**src/rtl/ysyx_22040750_clint_pkg.sv**
```systemverilog
// Shared constants, state encoding and the byte-merge helper for the CLINT.
// Latency: n/a (declarations only).
// Backpressure: n/a.
package ysyx_22040750_clint_pkg;

   // Register offsets inside the 64 KiB CLINT window
   localparam logic [15:0] CLINT_MSIP_OFF     = 16'h0000;
   localparam logic [15:0] CLINT_MTIMECMP_OFF = 16'h4000;
   localparam logic [15:0] CLINT_MTIME_OFF    = 16'hBFF8;

   // mtimecmp powers up at the maximum so no timer interrupt fires before software arms it
   localparam logic [63:0] CLINT_MTIMECMP_RST = 64'hFFFF_FFFF_FFFF_FFFF;

   typedef enum logic {
      ST_IDLE = 1'b0,
      ST_RESP = 1'b1
   } clint_state_t;

   // Replace the bytes of old_val selected by strb with the matching bytes of new_val
   function automatic logic [63:0] clint_merge(input logic [63:0] old_val,
                                               input logic [63:0] new_val,
                                               input logic [7:0]  strb);
      logic [63:0] res;
      res = old_val;
      for (int b = 0; b < 8; b++) begin
         if (strb[b]) res[8*b +: 8] = new_val[8*b +: 8];
      end
      return res;
   endfunction

endpackage

```
**src/rtl/ysyx_22040750_clint_prescaler.sv**
```systemverilog
// Tick generator: counts 0..TICK_DIV-1 and pulses tick on the last count.
// Latency: tick is combinational from the count register.
// Backpressure: none, free running.
module ysyx_22040750_clint_prescaler #(
   parameter int unsigned TICK_DIV = 1
) (
   input  logic        clk,
   input  logic        rst,
   output logic        tick,
   output logic [15:0] count
);

   localparam logic [15:0] LAST = 16'(TICK_DIV - 1);

   assign tick = (count == LAST);

   // Wrap to zero on the tick cycle, otherwise count up
   always_ff @(posedge clk) begin
      if (rst) begin
         count <= '0;
      end else if (tick) begin
         count <= '0;
      end else begin
         count <= count + 16'd1;
      end
   end

endmodule

```
**src/rtl/ysyx_22040750_clint.sv**
```systemverilog
// Core-local interruptor: mtime/mtimecmp (and msip when CLINT_MSIP_EN) behind a single-outstanding MMIO port.
// Latency: response valid 1 cycle after acceptance; O_mtip lags register changes by 1 cycle.
// Backpressure: O_req_ready drops while a response is held; rdata/err stay stable until I_resp_ready.
module ysyx_22040750_clint
   import ysyx_22040750_clint_pkg::*;
#(
   parameter logic [31:0] BASE_ADDR = 32'h0200_0000,
   parameter int unsigned TICK_DIV  = 1
) (
   input  logic        I_sys_clk,
   input  logic        I_rst,
   input  logic        I_req_valid,
   output logic        O_req_ready,
   input  logic        I_req_wen,
   input  logic [31:0] I_req_addr,
   input  logic [63:0] I_req_wdata,
   input  logic [7:0]  I_req_wstrb,
   output logic        O_resp_valid,
   input  logic        I_resp_ready,
   output logic [63:0] O_resp_rdata,
   output logic        O_resp_err,
   output logic        O_mtip,
   output logic        O_msip
);

   clint_state_t state, state_nxt;

   logic [63:0] mtime_q, mtimecmp_q, mtime_inc;
   logic        msip_q;
   logic        tick;
   logic [15:0] unused_presc_count;

   logic        accept, hit, aligned;
   logic        sel_mtime, sel_mtimecmp, sel_msip, dec_err;
   logic [15:0] off;
   logic [63:0] rd_val;

   ysyx_22040750_clint_prescaler #(.TICK_DIV(TICK_DIV)) u_presc (
      .clk   (I_sys_clk),
      .rst   (I_rst),
      .tick  (tick),
      .count (unused_presc_count)
   );

   // ---------------- decode ----------------
   assign accept       = I_req_valid & (state == ST_IDLE);
   assign hit          = (I_req_addr[31:16] == BASE_ADDR[31:16]);
   assign off          = I_req_addr[15:0];
   assign aligned      = (I_req_addr[2:0] == 3'b000);
   assign sel_mtime    = hit & aligned & (off == CLINT_MTIME_OFF);
   assign sel_mtimecmp = hit & aligned & (off == CLINT_MTIMECMP_OFF);
`ifdef CLINT_MSIP_EN
   assign sel_msip     = hit & aligned & (off == CLINT_MSIP_OFF);
`else
   assign sel_msip     = 1'b0;
`endif
   assign dec_err      = ~(sel_mtime | sel_mtimecmp | sel_msip);

   // mtime value after this cycle's tick, before any write is merged in
   assign mtime_inc = tick ? mtime_q + 64'd1 : mtime_q;

   // Read mux: pre-tick register values; writes and errors return zero
   always_comb begin
      rd_val = '0;
      if (!I_req_wen) begin
         if (sel_mtime)         rd_val = mtime_q;
         else if (sel_mtimecmp) rd_val = mtimecmp_q;
         else if (sel_msip)     rd_val = {63'b0, msip_q};
      end
   end

   // ---------------- FSM ----------------
   // State register
   always_ff @(posedge I_sys_clk) begin
      if (I_rst) state <= ST_IDLE;
      else       state <= state_nxt;
   end

   // Next state: one access in flight, released by the response handshake
   always_comb begin
      state_nxt = state;
      case (state)
         ST_IDLE: if (I_req_valid)  state_nxt = ST_RESP;
         ST_RESP: if (I_resp_ready) state_nxt = ST_IDLE;
         default:                   state_nxt = ST_IDLE;
      endcase
   end

   // Handshake outputs decoded from state
   always_comb begin
      O_req_ready  = 1'b0;
      O_resp_valid = 1'b0;
      case (state)
         ST_IDLE: O_req_ready  = 1'b1;
         ST_RESP: O_resp_valid = 1'b1;
         default: ;
      endcase
   end

   // Response payload latched on acceptance and held through stalls
   always_ff @(posedge I_sys_clk) begin
      if (I_rst) begin
         O_resp_rdata <= '0;
         O_resp_err   <= 1'b0;
      end else if (accept) begin
         O_resp_rdata <= rd_val;
         O_resp_err   <= dec_err;
      end
   end

   // ---------------- registers ----------------
   // mtime: ticks every prescaler wrap; written bytes override the incremented value
   always_ff @(posedge I_sys_clk) begin
      if (I_rst)                              mtime_q <= '0;
      else if (accept && I_req_wen && sel_mtime) mtime_q <= clint_merge(mtime_inc, I_req_wdata, I_req_wstrb);
      else                                    mtime_q <= mtime_inc;
   end

   // mtimecmp: byte-merged software writes only
   always_ff @(posedge I_sys_clk) begin
      if (I_rst)                                    mtimecmp_q <= CLINT_MTIMECMP_RST;
      else if (accept && I_req_wen && sel_mtimecmp) mtimecmp_q <= clint_merge(mtimecmp_q, I_req_wdata, I_req_wstrb);
   end

`ifdef CLINT_MSIP_EN
   // msip: single bit written through byte lane 0
   always_ff @(posedge I_sys_clk) begin
      if (I_rst)                                              msip_q <= 1'b0;
      else if (accept && I_req_wen && sel_msip && I_req_wstrb[0]) msip_q <= I_req_wdata[0];
   end
`else
   assign msip_q = 1'b0;
`endif

   assign O_msip = msip_q;

   // Timer pending compares the current register values, so it trails them by one cycle
   always_ff @(posedge I_sys_clk) begin
      if (I_rst) O_mtip <= 1'b0;
      else       O_mtip <= (mtime_q >= mtimecmp_q);
   end

endmodule

```
**config.mk**
```make
export PLATFORM = sky130hd
export DESIGN_NAME = ysyx_22040750_clint
export DESIGN_NICKNAME = d
export VERILOG_FILES = /design/src/rtl/ysyx_22040750_clint_pkg.sv /design/src/rtl/ysyx_22040750_clint_prescaler.sv /design/src/rtl/ysyx_22040750_clint.sv
export SDC_FILE = /design/constraint.sdc
export NUM_CORES = 1
export LEC_CHECK = 0
export ABC_AREA = 1
export ABC_CLOCK_PERIOD_IN_PS = 2170
export CORE_MARGIN = 3
export CORE_UTILIZATION = 56
export CTS_CLUSTER_SIZE = 16
export DETAILED_ROUTE_END_ITERATION = 7
export PLACE_DENSITY = 0.84
export SYNTH_ARGS = -nofsm -noshare
export SYNTH_HDL_FRONTEND = slang
export SYNTH_SLANG_ARGS = --single-unit
```
**constraint.sdc**
```tcl
create_clock -name I_sys_clk -period 2.17 [get_ports I_sys_clk]
set_input_delay 0.434 -clock I_sys_clk [delete_from_list [all_inputs] [get_ports I_sys_clk]]
set_output_delay 0.434 -clock I_sys_clk [all_outputs]
set_load 0.01 [all_outputs]
```
==> run_results.csv, run 1 <==
group,metric,value,unit
place,portBuffers,176,
setup_path,cp_data_required_time,2.59,ns
pwr,finalPower,8.619,mW
timing,setup-violations-final,0,
timing,period_needed,2.072,ns
route,dr_total_vias,15490,
floorplan,die-width,160.8,um
setup_path,crit_path_start_kind,"register",
yosys,synth_largest_area_cell,"dfxtp_1",
yosys,yosys-top-cells-count,"nand2_1 (663), nor2_1 (331), nand3_1 (245), inv_1 (238), dfxtp_1 (211)",
timing,fin_setup_tns,0,ns
route,wl_per_cell,16.62,um
clock_network,holdBufCountCts,0,
place,dp_cells,2731,
final_layout,syn_to_final_growth,29.11,%
clock_network,cts_root_buf,"clkbuf_16",
route,drc,0,
setup_path,crit_arrival,2.50,ns
clock_network,clkSinkCount,211,
setup_path,critPathMostFrequentCell,"nor2_1",
setup_path,r2r_setup_slack,0.1,ns
timing,slew_headroom,47.23,%
pwr,p_leak,7.815,nW
setup_path,cp_top_family,"simple AND/OR/NAND/NOR gates",
setup_path,rr_worst_depth,12,
run,cap_violations,0,
setup_path,max_stage_delay,0.33,ns
clock_network,cts_setup_buffers,0,
yosys,synthTopCellsByArea,"dfxtp_1 (31%), nand2_1 (19%), nor2_1 (9.3%)",
route,drt_iter0_drc,1534,
timing,rsz0062_at_grt,"false",
yosys,ys_seq_elements,211,
setup_path,critical_path_peak_fanout,6,
clock_network,cts_resized,0,
pwr,ir_drop,0.5417,mV
grt,grt_overflow_total,0,
yosys,synth_top_area_share,31.47,%
final_layout,final_cells,2772,
final_layout,antennaDiodeCount,0,
yosys,avgSynthCellArea,6.138,um^2
yosys,syn_inst,2187,
yosys,ys_seq_area_share,31.47,%
place,dp_hpwl,35120,um
yosys,netlist_area,13420,um^2
timing,post-route-period-util,95.47,%
route,firstDrtPassIters,7,
grt,antenna_found_initial,0,
clock_network,clock_path_buffers,3,
setup_path,startpoint,"u_presc.count[1]",
grt,grt_pass1_vias,15130,
yosys,ys.flop_type,"dfxtp_1",
grt,grt_pass1_wl,74720,um
grt,grt_max_degree,71,
worst_hold_path,holdCritStartpoint,"I_rst",
floorplan,fp.coreArea,23540,um^2
timing,max_freq,482.7,MHz
yosys,synth_most_common_cell,"nand2_1",
worst_hold_path,hp-class,"in2reg",
clock_network,insertion_delay,0.53,ns
floorplan,rows,56,
timing,finalMaxSlewViolations,0,
floorplan,start_util,57.02,%
place,dpl-instance-area,16510,um^2
timing,worst_slew_pin_slew,0.7915,ns
timing,hold_viol,0,
place,place_congestion,1.031,
pwr,power_density,497.3,nW/um^2
final_layout,layout.nets,2614,
yosys,ys_warn_count,0,
setup_path,crit_chain,"inv_1, ha_1, nand3_1, nor2_1, buf_4, nand2_2, nor2_1, nand2_1, nor2_2, o21ai_0, nor2_1, nor2_1",
grt,grt_usage,34.77,%
clock_network,cts_made_buffers,24,
floorplan,die_y,160.8,um
final_layout,design_area,17330,um^2
route,via_per_inst,5.587,
setup_path,rr_startpoint,"u_presc.count[1]",
yosys,synth_edf_count,0,
route,routed_wirelength,46080,um
clock_network,htreeDepth,1,
worst_hold_path,min_to,"u_presc.count[11]",
floorplan,design.die.area,25860,um^2
clock_network,cts_tree,"built",
setup_path,slowest_stage,"dfxtp_1",
yosys,synthArstFlopShare,0,%
setup_path,path_class,"reg2reg",
setup_path,cp_num_buf_inv,2,
setup_path,crit_path_end_kind,"register",
final_layout,drive_gt1_share,8.113,%
yosys,synth_nets,2363,
floorplan,ios,178,
clock_network,path_clk_slew,0.06,ns
yosys,synth_cell_type_count,35,
route,ant_nets,0,
setup_path,worstReg2RegEnd,"mtime_q[30]",
timing,fin_skew,0.01091,ns
worst_hold_path,whs_path_depth,4,
status,status,"finished, final reports clean",
-- layout by cell type (no fill, tap or decap), types with 2 or more instances in the layout --
| cell | n |
|---|---|
| nand2_1 | 662 |
| nor2_1 | 325 |
| nand3_1 | 245 |
| inv_1 | 238 |
| dfxtp_1 | 208 |
| clkdlybuf4s50_1 | 175 |
| a21oi_1 | 110 |
| buf_4 | 109 |
| ha_1 | 67 |
| o211ai_1 | 62 |
| o21ai_0 | 58 |
| nand4_1 | 32 |
| clkbuf_16 | 25 |
| nor3_1 | 23 |
| buf_12 | 23 |
| nor2_4 | 13 |
| xor2_1 | 11 |
| nor2_2 | 9 |
| nand3b_1 | 7 |
| clkbuf_1 | 7 |
| nor3b_1 | 5 |
| o21bai_1 | 4 |
| o21a_1 | 4 |
| clkinvlp_4 | 3 |
| bufinv_16 | 3 |
| dfxtp_2 | 3 |
| nand2_2 | 2 |
| clkinv_1 | 2 |
| inv_2 | 2 |
| xnor2_1 | 2 |
| a21o_1 | 2 |
| clkbuf_8 | 2 |
-- routing by layer --
metal | share of wire (%) | global-route usage, %
met1 | 42 | 44.93
met2 | 47 | 59.40
met3 | 7.6 | 4.669
met4 | 3.4 | 12.91
met5 | 0 | 0
-- metrics by stage --
step	setup slack, ns	utilization, %	hold WS (ns)
2_1_floorplan	0.3117	-	0.4415
3_3_place_gp	-0.1853	70.14	0.4513
3_5_place_dp	-0.2665	70.14	0.4549
4_1_cts	0.06574	73.52	0.3150
5_1_grt	0.006654	73.62	0.3362
6_report	0.09826	73.62	0.3154
-- kinds of logic (layout without fill, tap and decap cells) --
kind of cell	count (synthesis)	in the layout	synth area share, %
simple gates	1331	1331	41.59
compound gates	240	240	10.29
xor+xnor	13	13	0.8482
buf+inv	324	590	9.535
flops	211	211	31.47
fa+ha+maj	67	67	6.245
other cells	1	1	0.02793
-- layout make-up --
class,count,area (um^2)
multi-input cells,1652,7969
fillers,1992,6211
well taps,319,399.1
flip-flops and latches,211,4228
inverters,242,908.4
clock buffers,34,679.4
repair buffers,307,3030
clock inverters,7,117.6
-- worst reg2reg max path: stages, from the launching register on --
cell	delay (ns)
dfxtp_1	0.33
inv_1	0.06
ha_1	0.17
nand3_1	0.09
nor2_1	0.13
buf_4	0.17
nand2_2	0.11
nor2_1	0.19
nand2_1	0.21
nor2_2	0.21
o21ai_0	0.13
nor2_1	0.12
nor2_1	0.05
-- state kept, by name (all words and copies together), names as in the netlist --
name / count
O_mtip: 1
O_resp_err: 1
O_resp_rdata: 64
mtime_q: 64
mtimecmp_q: 64
state: 1
u_presc.count: 16
-- power by group --
part,internal (mW),leakage (nW),switching [mW]
logic,0.255,5.73,0.274
clock network,2.52,0.377,1.68
registers,3.88,1.70,0.00990
-- worst max-delay path by stage --
stage	end	slack (ns)	depth (start not counted)
floorplan	mtimecmp_q[13]	0.31	9
CTS	O_mtip	0.07	11
global placement	mtime_q[31]	-0.19	12
finish	mtime_q[30]	0.1	12
detailed placement	O_resp_rdata[6]	-0.27	12
global route	mtime_q[62]	0.007	11
No activity file was read; power rests on OpenSTA's default activity.
==> run 2: changes to the inputs <==
--- a/config.mk
+++ b/config.mk
@@ -5,13 +5,12 @@
 export SDC_FILE = /design/constraint.sdc
 export NUM_CORES = 1
 export LEC_CHECK = 0
-export ABC_AREA = 1
-export ABC_CLOCK_PERIOD_IN_PS = 2170
+export ABC_CLOCK_PERIOD_IN_PS = 2400
 export CORE_MARGIN = 3
-export CORE_UTILIZATION = 56
+export CORE_UTILIZATION = 58
 export CTS_CLUSTER_SIZE = 16
 export DETAILED_ROUTE_END_ITERATION = 7
-export PLACE_DENSITY = 0.84
+export PLACE_DENSITY_LB_ADDON = 0.3
 export SYNTH_ARGS = -nofsm -noshare
 export SYNTH_HDL_FRONTEND = slang
 export SYNTH_SLANG_ARGS = --single-unit
==> constraint.sdc (replaced) <==
create_clock -name I_sys_clk -period 2.4 [get_ports I_sys_clk]
set_input_delay 0.48 -clock I_sys_clk [delete_from_list [all_inputs] [get_ports I_sys_clk]]
set_output_delay 0.48 -clock I_sys_clk [all_outputs]
set_load 0.01 [all_outputs]
==> run 2 against run 1 <==
  * Die area shrank 20%
  * Synthesized area shrank 18%
  * Sequential power shrank 9.5%
  * Critical path depth shrank 4
  * Highest routed layer unchanged
==> run_results.csv, run 2 <==
group,metric,value,unit
status,status,"finished, final reports clean",
route,wl_per_cell,18.74,um
yosys,ys.flop_type,"dfxtp_1",
pwr,power_density,484.4,nW/um^2
clock_network,htreeDepth,1,
yosys,synth_fa_ha_area_share,7.605,%
floorplan,design.die.area,20700,um^2
yosys,synth_top_family_by_area,"simple AND/OR/NAND/NOR gates",
yosys,synth_nets,1458,
setup_path,critical_path_peak_fanout,4,
clock_network,path_clk_slew,0.06,ns
place,dp_hpwl,23610,um
setup_path,rr_startpoint,"u_presc.count[5]",
route,drc,0,
final_layout,layout_common_cells,"dfxtp_1 (201), clkdlybuf4s50_1 (172), nor2_1 (143), nand2_1 (134), buf_4 (130)",
run,cap_violations,0,
yosys,synthTopCellsByArea,"dfxtp_1 (38%), ha_1 (7.6%), nor2_1 (5.0%)",
final_layout,antennaDiodeCount,0,
route,drt_iter0_drc,847,
timing,period_needed,2.336,ns
clock_network,cts_tree,"built",
route,dr_total_vias,10980,
floorplan,die_y,143.9,um
pwr,p_leak,6.413,nW
pwr,ir_drop,0.6029,mV
worst_hold_path,holdCritStartpoint,"I_rst",
yosys,yosys-top-cells-count,"dfxtp_1 (211), nor2_1 (148), nand2_1 (134), o21ai_0 (94), inv_1 (77)",
clock_network,holdBufCountCts,0,
final_layout,final_cells,1810,
final_layout,layout_commonest_cell,"dfxtp_1",
timing,worst_slew_pin_slew,0.8301,ns
yosys,ys_seq_area_share,38.32,%
yosys,ys_warn_count,0,
route,ant_nets,0,
yosys,synth_top_area_share,38.32,%
floorplan,fp.coreArea,18330,um^2
final_layout,drive_gt1_share,18.09,%
yosys,avgSynthCellArea,8.598,um^2
place,place_congestion,0.9063,
clock_network,clock_path_buffers,3,
timing,max_freq,428.0,MHz
floorplan,ios,178,
clock_network,cts_made_buffers,23,
timing,slew_headroom,44.53,%
clock_network,clkSinkCount,211,
route,routed_wirelength,33920,um
timing,post-route-period-util,97.35,%
clock_network,cts_root_buf,"clkbuf_16",
final_layout,top_regs,"O_resp_rdata (64), mtime_q (64), mtimecmp_q (64)",
yosys,synth_edf_count,0,
final_layout,layout.nets,1744,
grt,grt_pass1_vias,10750,
final_layout,post-route-util,81.13,%
floorplan,start_util,60.13,%
clock_network,insertion_delay,0.51,ns
grt,grt_max_degree,44,
grt,grt_usage,30.94,%
yosys,syn_inst,1282,
yosys,synth-xor-area-share,5.800,%
yosys,synth_most_common_cell,"dfxtp_1",
timing,fin_skew,0.01457,ns
route,via_per_inst,6.065,
timing,finalMaxSlewViolations,0,
setup_path,crit_arrival,2.75,ns
setup_path,startpoint,"u_presc.count[5]",
place,dp_cells,1759,
final_layout,design_area,14870,um^2
floorplan,die-width,143.9,um
timing,setup-violations-final,0,
yosys,ys_seq_elements,211,
worst_hold_path,hp-class,"in2reg",
timing,rsz0062_at_grt,"true",
place,portBuffers,176,
timing,worst_hold_slack,0.3656,ns
route,firstDrtPassIters,5,
timing,hold_viol,0,
grt,grt_pass1_wl,52430,um
yosys,synth_cell_type_count,62,
yosys,netlist_area,11020,um^2
final_layout,syn_to_final_growth,34.92,%
setup_path,path_class,"reg2reg",
yosys,yosys.area_share.simple,21.62,%
yosys,muxShareOfSynthArea,0.4540,%
grt,antenna_found_initial,0,
floorplan,rows,49,
setup_path,crit_path_end_kind,"register",
place,dpl-instance-area,13840,um^2
yosys,synthArstFlopShare,0,%
yosys,synth_compound_area_share,20.12,%
grt,grt_overflow_total,0,
setup_path,cp_data_required_time,2.82,ns
setup_path,crit_path_start_kind,"register",
yosys,synth_largest_area_cell,"dfxtp_1",
timing,fin_setup_tns,0,ns
[run 2: logic make-up after synthesis]
logic type / Yosys count
AOI/OAI and AO/OA: 319
muxes: 5
and+or+nand+nor: 466
DFF: 211
other: 1
buffers and inverters: 140
xor gates and xnor gates: 73
adders and majority gates: 67
[run 2: critical path, cell delays in order, from the launching register on]
cell and delay, ns:
dfxtp_1 0.33, nor4_4 0.37, nand4_1 0.27, buf_4 0.23
nor2_1 0.18, nand2_1 0.11, nor3_1 0.35, xnor2_1 0.13
a211oi_1 0.26
[run 2: path summary, 6_finish.rpt]
check | endpoint | slack, ns | cells after the start
max | mtime_q[28] | 0.06 | 8
min | mtimecmp_q[53] | 0.37 | 2
max reg2reg | mtime_q[28] | 0.06 | 8
min reg2reg | O_resp_rdata[37] | 0.45 | 2
[run 2: per-layer routing]
metal | vias to the layer above | track usage [%] | wire length (um)
li1 | 5157 | - | -
met3 | 112 | 4.093 | 2503
met5 | - | 0 | 0
met2 | 508 | 53.90 | 16660
met4 | 0 | 13.23 | 1339
met1 | 5200 | 38.34 | 13410
[run 2: metrics by stage]
| stage | setup slack [ns] | power, mW |
|---|---|---|
| after floorplan | -0.1140 | 3.725 |
| after global placement | -0.3842 | 4.005 |
| after detailed placement | -0.4280 | 4.010 |
| after CTS | 0.0006291 | 7.215 |
| after global routing | -0.01219 | 7.408 |
| final | 0.06362 | 7.204 |
[run 2: area by class of cell]
type	count	area, um^2
clock buffer	35	650.6
clock inverter	3	18.77
timing repair buffer	323	3022
fill	1100	3460
inverter	77	289.0
sequential	211	4237
tap	229	286.5
multi-input combinational	932	6369
[run 2: report_power, final]
part / switching (mW) / internal (mW)
Combinational: 0.210 / 0.222
Clock: 1.39 / 1.86
Sequential: 0.0106 / 3.51
Total: 1.61 / 5.59
[run 2: repair_timing]
action                     4_1_cts  5_1_grt
gates cloned                     0        2
pin swaps                        9       27
buffers inserted                 1       12
gates resized for setup         21       50
setup endpoints to repair       40       62
